<file path="config.mk">
export PLATFORM = sky130hd
export DESIGN_NAME = execute_muldiv_flat
export DESIGN_NICKNAME = d
export VERILOG_FILES = /design/src/rtl/execute_muldiv_if.sv /design/src/rtl/execute_muldiv.sv /design/src/flat_wrapper.sv
export SDC_FILE = /design/constraint.sdc
export NUM_CORES = 2
export LEC_CHECK = 0
export CORE_MARGIN = 3
export CORE_UTILIZATION = 45
export CTS_CLUSTER_DIAMETER = 60
export DETAILED_ROUTE_END_ITERATION = 10
export PLACE_DENSITY = 0.65
export SYNTH_ARGS = -nofsm -noshare
export SYNTH_HDL_FRONTEND = slang
export SYNTH_SLANG_ARGS = --single-unit
</file>
<file path="constraint.sdc">
create_clock -name clk -period 5 [get_ports clk]
set_input_delay 1 -clock clk [delete_from_list [all_inputs] [get_ports clk]]
set_output_delay 1 -clock clk [all_outputs]
set_load 0.02 [all_outputs]
</file>
<file path="src/rtl/execute_muldiv_if.sv">
// execute_muldiv_if: EX-stage operand/control inputs and registered MEM-side outputs
interface execute_muldiv_if #(parameter int WIDTH = 32, parameter int REG_AW = 5);
  logic [3:0]        alu_op_ex;
  logic [2:0]        md_op_ex;
  logic              alu_a_sel_ex;
  logic              alu_b_sel_ex;
  logic [WIDTH-1:0]  imm_ex;
  logic              mem_we_ex;
  logic              reg_d_we_ex;
  logic [REG_AW-1:0] reg_d_addr_ex;
  logic              reg_d_data_sel_ex;
  logic [WIDTH-1:0]  reg_s_data_ex;
  logic [WIDTH-1:0]  reg_t_data_ex;
  logic              stall_ex;
  logic              md_busy;
  logic [WIDTH-1:0]  alu_data_mem;
  logic              reg_d_we_mem;
  logic [REG_AW-1:0] reg_d_addr_mem;
  logic              reg_d_data_sel_mem;
  logic [WIDTH-1:0]  reg_t_data_mem;
  logic              mem_we_mem;
  modport master (
    output alu_op_ex, md_op_ex, alu_a_sel_ex, alu_b_sel_ex, imm_ex, mem_we_ex, reg_d_we_ex,
           reg_d_addr_ex, reg_d_data_sel_ex, reg_s_data_ex, reg_t_data_ex,
    input  stall_ex, md_busy, alu_data_mem, reg_d_we_mem, reg_d_addr_mem, reg_d_data_sel_mem,
           reg_t_data_mem, mem_we_mem
  );
  modport slave (
    input  alu_op_ex, md_op_ex, alu_a_sel_ex, alu_b_sel_ex, imm_ex, mem_we_ex, reg_d_we_ex,
           reg_d_addr_ex, reg_d_data_sel_ex, reg_s_data_ex, reg_t_data_ex,
    output stall_ex, md_busy, alu_data_mem, reg_d_we_mem, reg_d_addr_mem, reg_d_data_sel_mem,
           reg_t_data_mem, mem_we_mem
  );
endinterface

</file>
<file path="src/rtl/execute_muldiv.sv">
// execute_muldiv: EX stage with 1-cycle ALU path and background iterative mul/div owning HI/LO
module execute_muldiv #(
  parameter int WIDTH  = 32,
  parameter int REG_AW = 5
) (
  input logic             clk,
  input logic             rst,
  execute_muldiv_if.slave bus
);
  localparam int SW = $clog2(WIDTH);
  typedef enum logic [1:0] {IDLE, BUSY, FIXUP} state_t;
  state_t              r_state;
  logic [SW-1:0]       r_cnt;
  logic [2*WIDTH-1:0]  r_acc;
  logic [WIDTH-1:0]    r_b;
  logic [WIDTH-1:0]    r_dvd;
  logic                r_is_div;
  logic                r_neg_q;
  logic                r_neg_r;
  logic                r_dz;
  logic [WIDTH-1:0]    r_hi;
  logic [WIDTH-1:0]    r_lo;
  logic [WIDTH-1:0]    r_alu_data;
  logic                r_reg_d_we;
  logic [REG_AW-1:0]   r_reg_d_addr;
  logic                r_reg_d_data_sel;
  logic [WIDTH-1:0]    r_reg_t_data;
  logic                r_mem_we;
  logic [2:0]          w_op;
  logic                w_stall;
  logic                w_start;
  logic                w_signed;
  logic                w_div;
  logic [WIDTH-1:0]    w_a;
  logic [WIDTH-1:0]    w_b;
  logic [WIDTH-1:0]    w_abs_a;
  logic [WIDTH-1:0]    w_abs_b;
  logic [WIDTH-1:0]    w_op_a;
  logic [WIDTH-1:0]    w_op_b;
  logic [SW-1:0]       w_shamt;
  logic [WIDTH-1:0]    w_alu;
  logic [WIDTH-1:0]    w_hi;
  logic [WIDTH:0]      w_msum;
  logic [WIDTH:0]      w_rem;
  logic [WIDTH:0]      w_diff;
  logic [2*WIDTH-1:0]  w_mul_next;
  logic [2*WIDTH-1:0]  w_div_next;
  logic [2*WIDTH-1:0]  w_prod;
  logic [WIDTH-1:0]    w_quo;
  logic [WIDTH-1:0]    w_rmd;
  assign w_op     = bus.md_op_ex;
  assign w_stall  = (r_state != IDLE) && (w_op != 3'd0);
  assign w_start  = (r_state == IDLE) && (w_op >= 3'd1) && (w_op <= 3'd4);
  assign w_signed = (w_op == 3'd1) || (w_op == 3'd3);
  assign w_div    = (w_op == 3'd3) || (w_op == 3'd4);
  assign w_a      = bus.reg_s_data_ex;
  assign w_b      = bus.reg_t_data_ex;
  assign w_abs_a  = (w_signed && w_a[WIDTH-1]) ? -w_a : w_a;
  assign w_abs_b  = (w_signed && w_b[WIDTH-1]) ? -w_b : w_b;
  assign w_op_a   = bus.alu_a_sel_ex ? {{(WIDTH-5){1'b0}}, bus.imm_ex[10:6]} : bus.reg_s_data_ex;
  assign w_op_b   = bus.alu_b_sel_ex ? bus.imm_ex : bus.reg_t_data_ex;
  assign w_shamt  = w_op_a[SW-1:0];
  always_comb begin
    w_alu = '0;
    case (bus.alu_op_ex)
      4'd0:    w_alu = w_op_a + w_op_b;
      4'd1:    w_alu = w_op_a - w_op_b;
      4'd2:    w_alu = w_op_a & w_op_b;
      4'd3:    w_alu = w_op_a | w_op_b;
      4'd4:    w_alu = w_op_a ^ w_op_b;
      4'd5:    w_alu = ~(w_op_a | w_op_b);
      4'd6:    w_alu = {{(WIDTH-1){1'b0}}, $signed(w_op_a) < $signed(w_op_b)};
      4'd7:    w_alu = {{(WIDTH-1){1'b0}}, w_op_a < w_op_b};
      4'd8:    w_alu = w_op_b << w_shamt;
      4'd9:    w_alu = w_op_b >> w_shamt;
      4'd10:   w_alu = $signed(w_op_b) >>> w_shamt;
      4'd11:   w_alu = w_op_b << (WIDTH / 2);
      default: w_alu = '0;
    endcase
  end
  // shift-add multiply: conditionally add multiplicand into upper half, then shift right
  assign w_hi       = r_acc[2*WIDTH-1:WIDTH];
  assign w_msum     = {1'b0, w_hi} + (r_acc[0] ? {1'b0, r_b} : {(WIDTH+1){1'b0}});
  assign w_mul_next = {w_msum, r_acc[WIDTH-1:1]};
  // restoring divide: partial remainder in upper half, quotient bits shift into lower half
  assign w_rem      = r_acc[2*WIDTH-1:WIDTH-1];
  assign w_diff     = w_rem - {1'b0, r_b};
  assign w_div_next = w_diff[WIDTH] ? {w_rem[WIDTH-1:0], r_acc[WIDTH-2:0], 1'b0}
                                    : {w_diff[WIDTH-1:0], r_acc[WIDTH-2:0], 1'b1};
  assign w_prod     = r_neg_q ? -r_acc : r_acc;
  assign w_quo      = r_neg_q ? -r_acc[WIDTH-1:0] : r_acc[WIDTH-1:0];
  assign w_rmd      = r_neg_r ? -w_hi : w_hi;
  always_ff @(posedge clk) begin
    if (rst) begin
      r_state          <= IDLE;
      r_cnt            <= '0;
      r_acc            <= '0;
      r_b              <= '0;
      r_dvd            <= '0;
      r_is_div         <= 1'b0;
      r_neg_q          <= 1'b0;
      r_neg_r          <= 1'b0;
      r_dz             <= 1'b0;
      r_hi             <= '0;
      r_lo             <= '0;
      r_alu_data       <= '0;
      r_reg_d_we       <= 1'b0;
      r_reg_d_addr     <= '0;
      r_reg_d_data_sel <= 1'b0;
      r_reg_t_data     <= '0;
      r_mem_we         <= 1'b0;
    end else begin
      case (r_state)
        IDLE: begin
          if (w_start) begin
            r_state  <= BUSY;
            r_cnt    <= SW'(WIDTH - 1);
            r_acc    <= {{WIDTH{1'b0}}, w_abs_a};
            r_b      <= w_abs_b;
            r_dvd    <= w_a;
            r_is_div <= w_div;
            r_neg_q  <= w_signed && (w_a[WIDTH-1] ^ w_b[WIDTH-1]);
            r_neg_r  <= w_signed && w_div && w_a[WIDTH-1];
            r_dz     <= w_div && (w_b == '0);
          end
          if (w_op == 3'd7) begin
            if (bus.imm_ex[0]) r_lo <= w_a;
            else r_hi <= w_a;
          end
        end
        BUSY: begin
          r_acc   <= r_is_div ? w_div_next : w_mul_next;
          r_cnt   <= r_cnt - 1'b1;
          r_state <= (r_cnt == '0) ? FIXUP : BUSY;
        end
        FIXUP: begin
          r_state <= IDLE;
          if (r_is_div) begin
            r_hi <= r_dz ? r_dvd : w_rmd;
            r_lo <= r_dz ? '1 : w_quo;
          end else begin
            {r_hi, r_lo} <= w_prod;
          end
        end
        default: r_state <= IDLE;
      endcase
      if (w_stall) begin
        r_reg_d_we <= 1'b0;
        r_mem_we   <= 1'b0;
      end else begin
        r_alu_data       <= (w_op == 3'd5) ? r_hi : (w_op == 3'd6) ? r_lo : w_alu;
        r_reg_d_we       <= (w_op == 3'd7) ? 1'b0 : bus.reg_d_we_ex;
        r_reg_d_addr     <= bus.reg_d_addr_ex;
        r_reg_d_data_sel <= bus.reg_d_data_sel_ex;
        r_reg_t_data     <= bus.reg_t_data_ex;
        r_mem_we         <= bus.mem_we_ex;
      end
    end
  end
  assign bus.stall_ex           = w_stall;
  assign bus.md_busy            = r_state != IDLE;
  assign bus.alu_data_mem       = r_alu_data;
  assign bus.reg_d_we_mem       = r_reg_d_we;
  assign bus.reg_d_addr_mem     = r_reg_d_addr;
  assign bus.reg_d_data_sel_mem = r_reg_d_data_sel;
  assign bus.reg_t_data_mem     = r_reg_t_data;
  assign bus.mem_we_mem         = r_mem_we;
endmodule

</file>
<file path="src/flat_wrapper.sv">
// flat-port wrapper written by rule: the top's interface ports become plain ports
module execute_muldiv_flat 
#(
  parameter int WIDTH  = 32,
  parameter int REG_AW = 5
)
  (clk, rst, bus_alu_op_ex, bus_md_op_ex, bus_alu_a_sel_ex, bus_alu_b_sel_ex, bus_imm_ex, bus_mem_we_ex, bus_reg_d_we_ex, bus_reg_d_addr_ex, bus_reg_d_data_sel_ex, bus_reg_s_data_ex, bus_reg_t_data_ex, bus_stall_ex, bus_md_busy, bus_alu_data_mem, bus_reg_d_we_mem, bus_reg_d_addr_mem, bus_reg_d_data_sel_mem, bus_reg_t_data_mem, bus_mem_we_mem);
  execute_muldiv_if #(.WIDTH(WIDTH), .REG_AW(REG_AW)) bus_i ();
  input logic clk;
  input logic rst;
  input wire logic [$bits(bus_i.alu_op_ex)-1:0] bus_alu_op_ex;
  input wire logic [$bits(bus_i.md_op_ex)-1:0] bus_md_op_ex;
  input wire logic [$bits(bus_i.alu_a_sel_ex)-1:0] bus_alu_a_sel_ex;
  input wire logic [$bits(bus_i.alu_b_sel_ex)-1:0] bus_alu_b_sel_ex;
  input wire logic [$bits(bus_i.imm_ex)-1:0] bus_imm_ex;
  input wire logic [$bits(bus_i.mem_we_ex)-1:0] bus_mem_we_ex;
  input wire logic [$bits(bus_i.reg_d_we_ex)-1:0] bus_reg_d_we_ex;
  input wire logic [$bits(bus_i.reg_d_addr_ex)-1:0] bus_reg_d_addr_ex;
  input wire logic [$bits(bus_i.reg_d_data_sel_ex)-1:0] bus_reg_d_data_sel_ex;
  input wire logic [$bits(bus_i.reg_s_data_ex)-1:0] bus_reg_s_data_ex;
  input wire logic [$bits(bus_i.reg_t_data_ex)-1:0] bus_reg_t_data_ex;
  output wire logic [$bits(bus_i.stall_ex)-1:0] bus_stall_ex;
  output wire logic [$bits(bus_i.md_busy)-1:0] bus_md_busy;
  output wire logic [$bits(bus_i.alu_data_mem)-1:0] bus_alu_data_mem;
  output wire logic [$bits(bus_i.reg_d_we_mem)-1:0] bus_reg_d_we_mem;
  output wire logic [$bits(bus_i.reg_d_addr_mem)-1:0] bus_reg_d_addr_mem;
  output wire logic [$bits(bus_i.reg_d_data_sel_mem)-1:0] bus_reg_d_data_sel_mem;
  output wire logic [$bits(bus_i.reg_t_data_mem)-1:0] bus_reg_t_data_mem;
  output wire logic [$bits(bus_i.mem_we_mem)-1:0] bus_mem_we_mem;
  assign bus_i.alu_op_ex = bus_alu_op_ex;
  assign bus_i.md_op_ex = bus_md_op_ex;
  assign bus_i.alu_a_sel_ex = bus_alu_a_sel_ex;
  assign bus_i.alu_b_sel_ex = bus_alu_b_sel_ex;
  assign bus_i.imm_ex = bus_imm_ex;
  assign bus_i.mem_we_ex = bus_mem_we_ex;
  assign bus_i.reg_d_we_ex = bus_reg_d_we_ex;
  assign bus_i.reg_d_addr_ex = bus_reg_d_addr_ex;
  assign bus_i.reg_d_data_sel_ex = bus_reg_d_data_sel_ex;
  assign bus_i.reg_s_data_ex = bus_reg_s_data_ex;
  assign bus_i.reg_t_data_ex = bus_reg_t_data_ex;
  assign bus_stall_ex = bus_i.stall_ex;
  assign bus_md_busy = bus_i.md_busy;
  assign bus_alu_data_mem = bus_i.alu_data_mem;
  assign bus_reg_d_we_mem = bus_i.reg_d_we_mem;
  assign bus_reg_d_addr_mem = bus_i.reg_d_addr_mem;
  assign bus_reg_d_data_sel_mem = bus_i.reg_d_data_sel_mem;
  assign bus_reg_t_data_mem = bus_i.reg_t_data_mem;
  assign bus_mem_we_mem = bus_i.mem_we_mem;
  execute_muldiv #(.WIDTH(WIDTH), .REG_AW(REG_AW)) u_core (.clk(clk), .rst(rst), .bus(bus_i));
endmodule
</file>
==> flow_summary.toml <==
[run_status]
status = "completed"

[final_layout]
syn_to_final_growth_pct = 20.80
design_area_mm2 = 0.03430
finish.net_count = 4537
fin_cells = 5112
drive_above_1_share_pct = 11.96

[power_and_ir_drop]
power.density_mw_per_mm2 = 275.2
ir_drop_uv = 310.3
power_w = 0.009438
p_leak_nw = 14.19

[logic_synthesis]
ys_top_cells_by_count = "nand2_1, nor2_1, a21oi_1, clkbuf_1, o21ai_0"
synthArstFlopShare_pct = 0
synth_top_family_by_area = "compound AO/OA/AOI/OAI gates"
synthTopCellsByArea = "dfxtp_1, ha_1, mux2i_1"
synthMuxAreaShare_pct = 8.501
synth-edff-count = 0
synth_compound_area_share_pct = 31.07
synth.net_count = 4292
syn_area_mm2 = 0.02839
synth_xor_area_share_pct = 6.509
yosys.area.top_type = "dfxtp_1"
synth-seq-cells = 275
synth.top_cell.area_share_pct = 19.39
synth.distinct_cells = 92
synth-adder-area-share_pct = 7.862
avgSynthCellArea_um2 = 7.096
syn-instance-count = 4001
synth_top_flop_cell = "dfxtp_1"
ys_seq_area_share_pct = 19.39
yosysMostFrequentCell = "nand2_1"
synthSimpleGateAreaFrac_pct = 19.87
yosys_warnings = 0

[clock_tree]
htreeDepth = 2
cts_buffers = 36
clockBufferDepth = 3
cts_resized = 0
clkTransAtPathRegs_ps = 60
clock_latency_ps = 570
cts_tree = "yes"
cts_root_buf = "clkbuf_16"
clkSinkCount = 275
cts_hold_buf = 0
cts_setup_buffers = 0

[floorplanning]
row_count = 91
die_height_um = 257.2
die_width_um = 257.2
initial_utilization_pct = 45.75
pin_count = 189
die_area_mm2 = 0.06614
coreArea_mm2 = 0.06205

[global_route]
grt_max_degree = 96
overflow = 0
grtUsageTotal_pct = 40.66
antenna_found_initial = 7
grt_pass1_vias = 30510
grt_pass1_wl_um = 204500

[drt]
first_iter_violations = 4514
drt-pass1-iter-count = 9
wl_um = 140700
routed_via_density = 6.508
ant_nets = 0
drcViolationCount = 0
num_vias = 33270
post_drt_wl_per_cell_um = 27.53

[timing]
rsz0062_at_grt = "false"
finClkSkew_ps = 32.33
slew_violations = 0
finalSetupViolCount = 0
min_period_ps = 4779
finalCritPeriodShare_pct = 95.57
finalHoldViolations = 0
worstMarginPinSlew_ps = 1195
maxSlewHeadroom_pct = 20.36
worst_slack_ps = 221.4
max_freq_mhz = 209.3

[placement]
dp_hpwl_um = 107800
port-buffer-count = 188
dp_cells = 5045
gp_congestion = 1.073
dp_slack_ps = -134.2
dpl-instance-area_mm2 = 0.03296

[min_path]
holdCritPathClass = "reg -> reg"
min_path_cells = 2
hold_start = "u_core.bus.reg_t_data_mem[27]$_SDFFE_PP0N_"
holdPathEnd = "u_core.bus.reg_t_data_mem[27]$_SDFFE_PP0N_"

[setup_path]
r2r_end = "u_core.r_hi[30]$_SDFFE_PP0P_"
worst_setup_path_end_kind = "flip-flop"
rrSetupSlack_ps = 840
reg2regPathDepth = 9
worstSetupStartpointType = "input pin"
required_ps = 5440
critPathKind = "in -> reg"
worstPathArrival_ps = 5220
worstPathMaxFanout = 6
r2r-start = "u_core.r_acc[8]$_SDFFE_PP0P_"

[job]
max_cap_violations = 0
[logic make-up (layout without fill, tap and decap cells)]
family	Yosys count	count (layout)
AOI/OAI and AO/OA	1361	1361
xor gates and xnor gates	211	211
adders and majority gates	176	176
buffers and inverters	497	769
DFF	275	275
muxes	236	236
other	0	2
and+or+nand+nor	1245	1245
[critical path, stage by stage]
cell	delay, ps
clkdlybuf4s50_1	390
buf_4	170
mux2i_1	460
inv_1	120
ha_1	220
inv_1	90
fa_1	180
nor2b_1	160
o21ai_0	160
buf_4	170
o311ai_1	300
buf_4	190
a211oi_2	90
o41ai_2	490
a31o_2	330
a31oi_1	110
nor2_1	140
nor2_1	50
o311ai_0	380
[routing by layer]
metal,track usage (%),vias up,part of all wire [%]
li1,-,15090,-
met4,27.28,6,8.0
met1,52.12,15710,39
met3,6.486,440,9.8
met5,0,-,0.029
met2,62.92,2032,43
[sequential cells by signal, summed over array words and instances (netlist names), 32 cells and up]
register,count
u_core.bus.alu_data_mem,32
u_core.bus.reg_t_data_mem,32
u_core.r_acc,64
u_core.r_b,32
u_core.r_dvd,32
u_core.r_hi,32
u_core.r_lo,32
[per-stage QoR]
stage                     TNS (ps)  utilization (%)  hold slack, ps
after floorplan                  0                -           431.2
after global placement      -940.1            53.11           437.5
after detailed placement    -613.0            53.11           442.8
after CTS                        0            55.27           451.1
after global routing             0            55.27           467.5
final                            0            55.27           449.2
[power by group]
group	leakage [nW]	internal (W)	switching [W]
registers	2.26	0.00239	0.000236
logic	11.3	0.00145	0.00240
clock network	0.649	0.00182	0.00115
total	14.2	0.00565	0.00378
[area by class of cell]
class | count | area [µm²]
clock inverters | 20 | 331.6
well taps | 837 | 1047
clock buffers | 45 | 1007
inverters | 160 | 601.8
multi-input cells | 3229 | 21100
repair buffers | 544 | 4698
flip-flops and latches | 275 | 5510
diodes | 2 | 5.005
fillers | 6127 | 27750
[layout by cell type (no fill, tap or decap), types with 16 or more instances in the layout]
cell,n
nor3_1,67
o41ai_1,19
a211oi_1,114
o21bai_1,23
xnor2_1,125
a22oi_1,46
ha_1,172
a31oi_1,49
nand2b_1,29
xor2_1,84
o22ai_1,23
and2_1,19
buf_4,344
inv_1,149
or3_1,32
o211ai_1,56
dfxtp_1,273
o31ai_1,48
nor2_1,401
o221ai_1,19
o21ai_0,283
a21o_1,43
mux2_2,18
mux2i_1,211
clkbuf_16,38
a21oi_1,394
and3_1,17
clkdlybuf4s50_1,185
nor4_1,25
a221oi_1,72
nand4_1,27
nand3_1,60
nor2b_1,45
a221o_1,20
or2_2,17
nand2_1,439
a311oi_1,16
[how the worst max path moves through the flow]
stage / start / to / slack (ps) / cells past startpoint
6_report: bus_imm_ex[0] / u_core.bus.alu_data_mem[28]$_SDFFE_PP0N_ / 220 / 19
5_1_grt: bus_imm_ex[0] / u_core.bus.alu_data_mem[30]$_SDFFE_PP0N_ / 120 / 18
4_1_cts: bus_imm_ex[0] / u_core.bus.alu_data_mem[28]$_SDFFE_PP0N_ / 400 / 19
3_5_place_dp: bus_imm_ex[0] / u_core.bus.alu_data_mem[30]$_SDFFE_PP0N_ / -130 / 18
3_3_place_gp: bus_imm_ex[0] / u_core.bus.alu_data_mem[30]$_SDFFE_PP0N_ / -170 / 18
2_1_floorplan: bus_alu_a_sel_ex / u_core.bus.alu_data_mem[28]$_SDFFE_PP0N_ / 50 / 18
No activity file was read; power rests on OpenSTA's default activity.
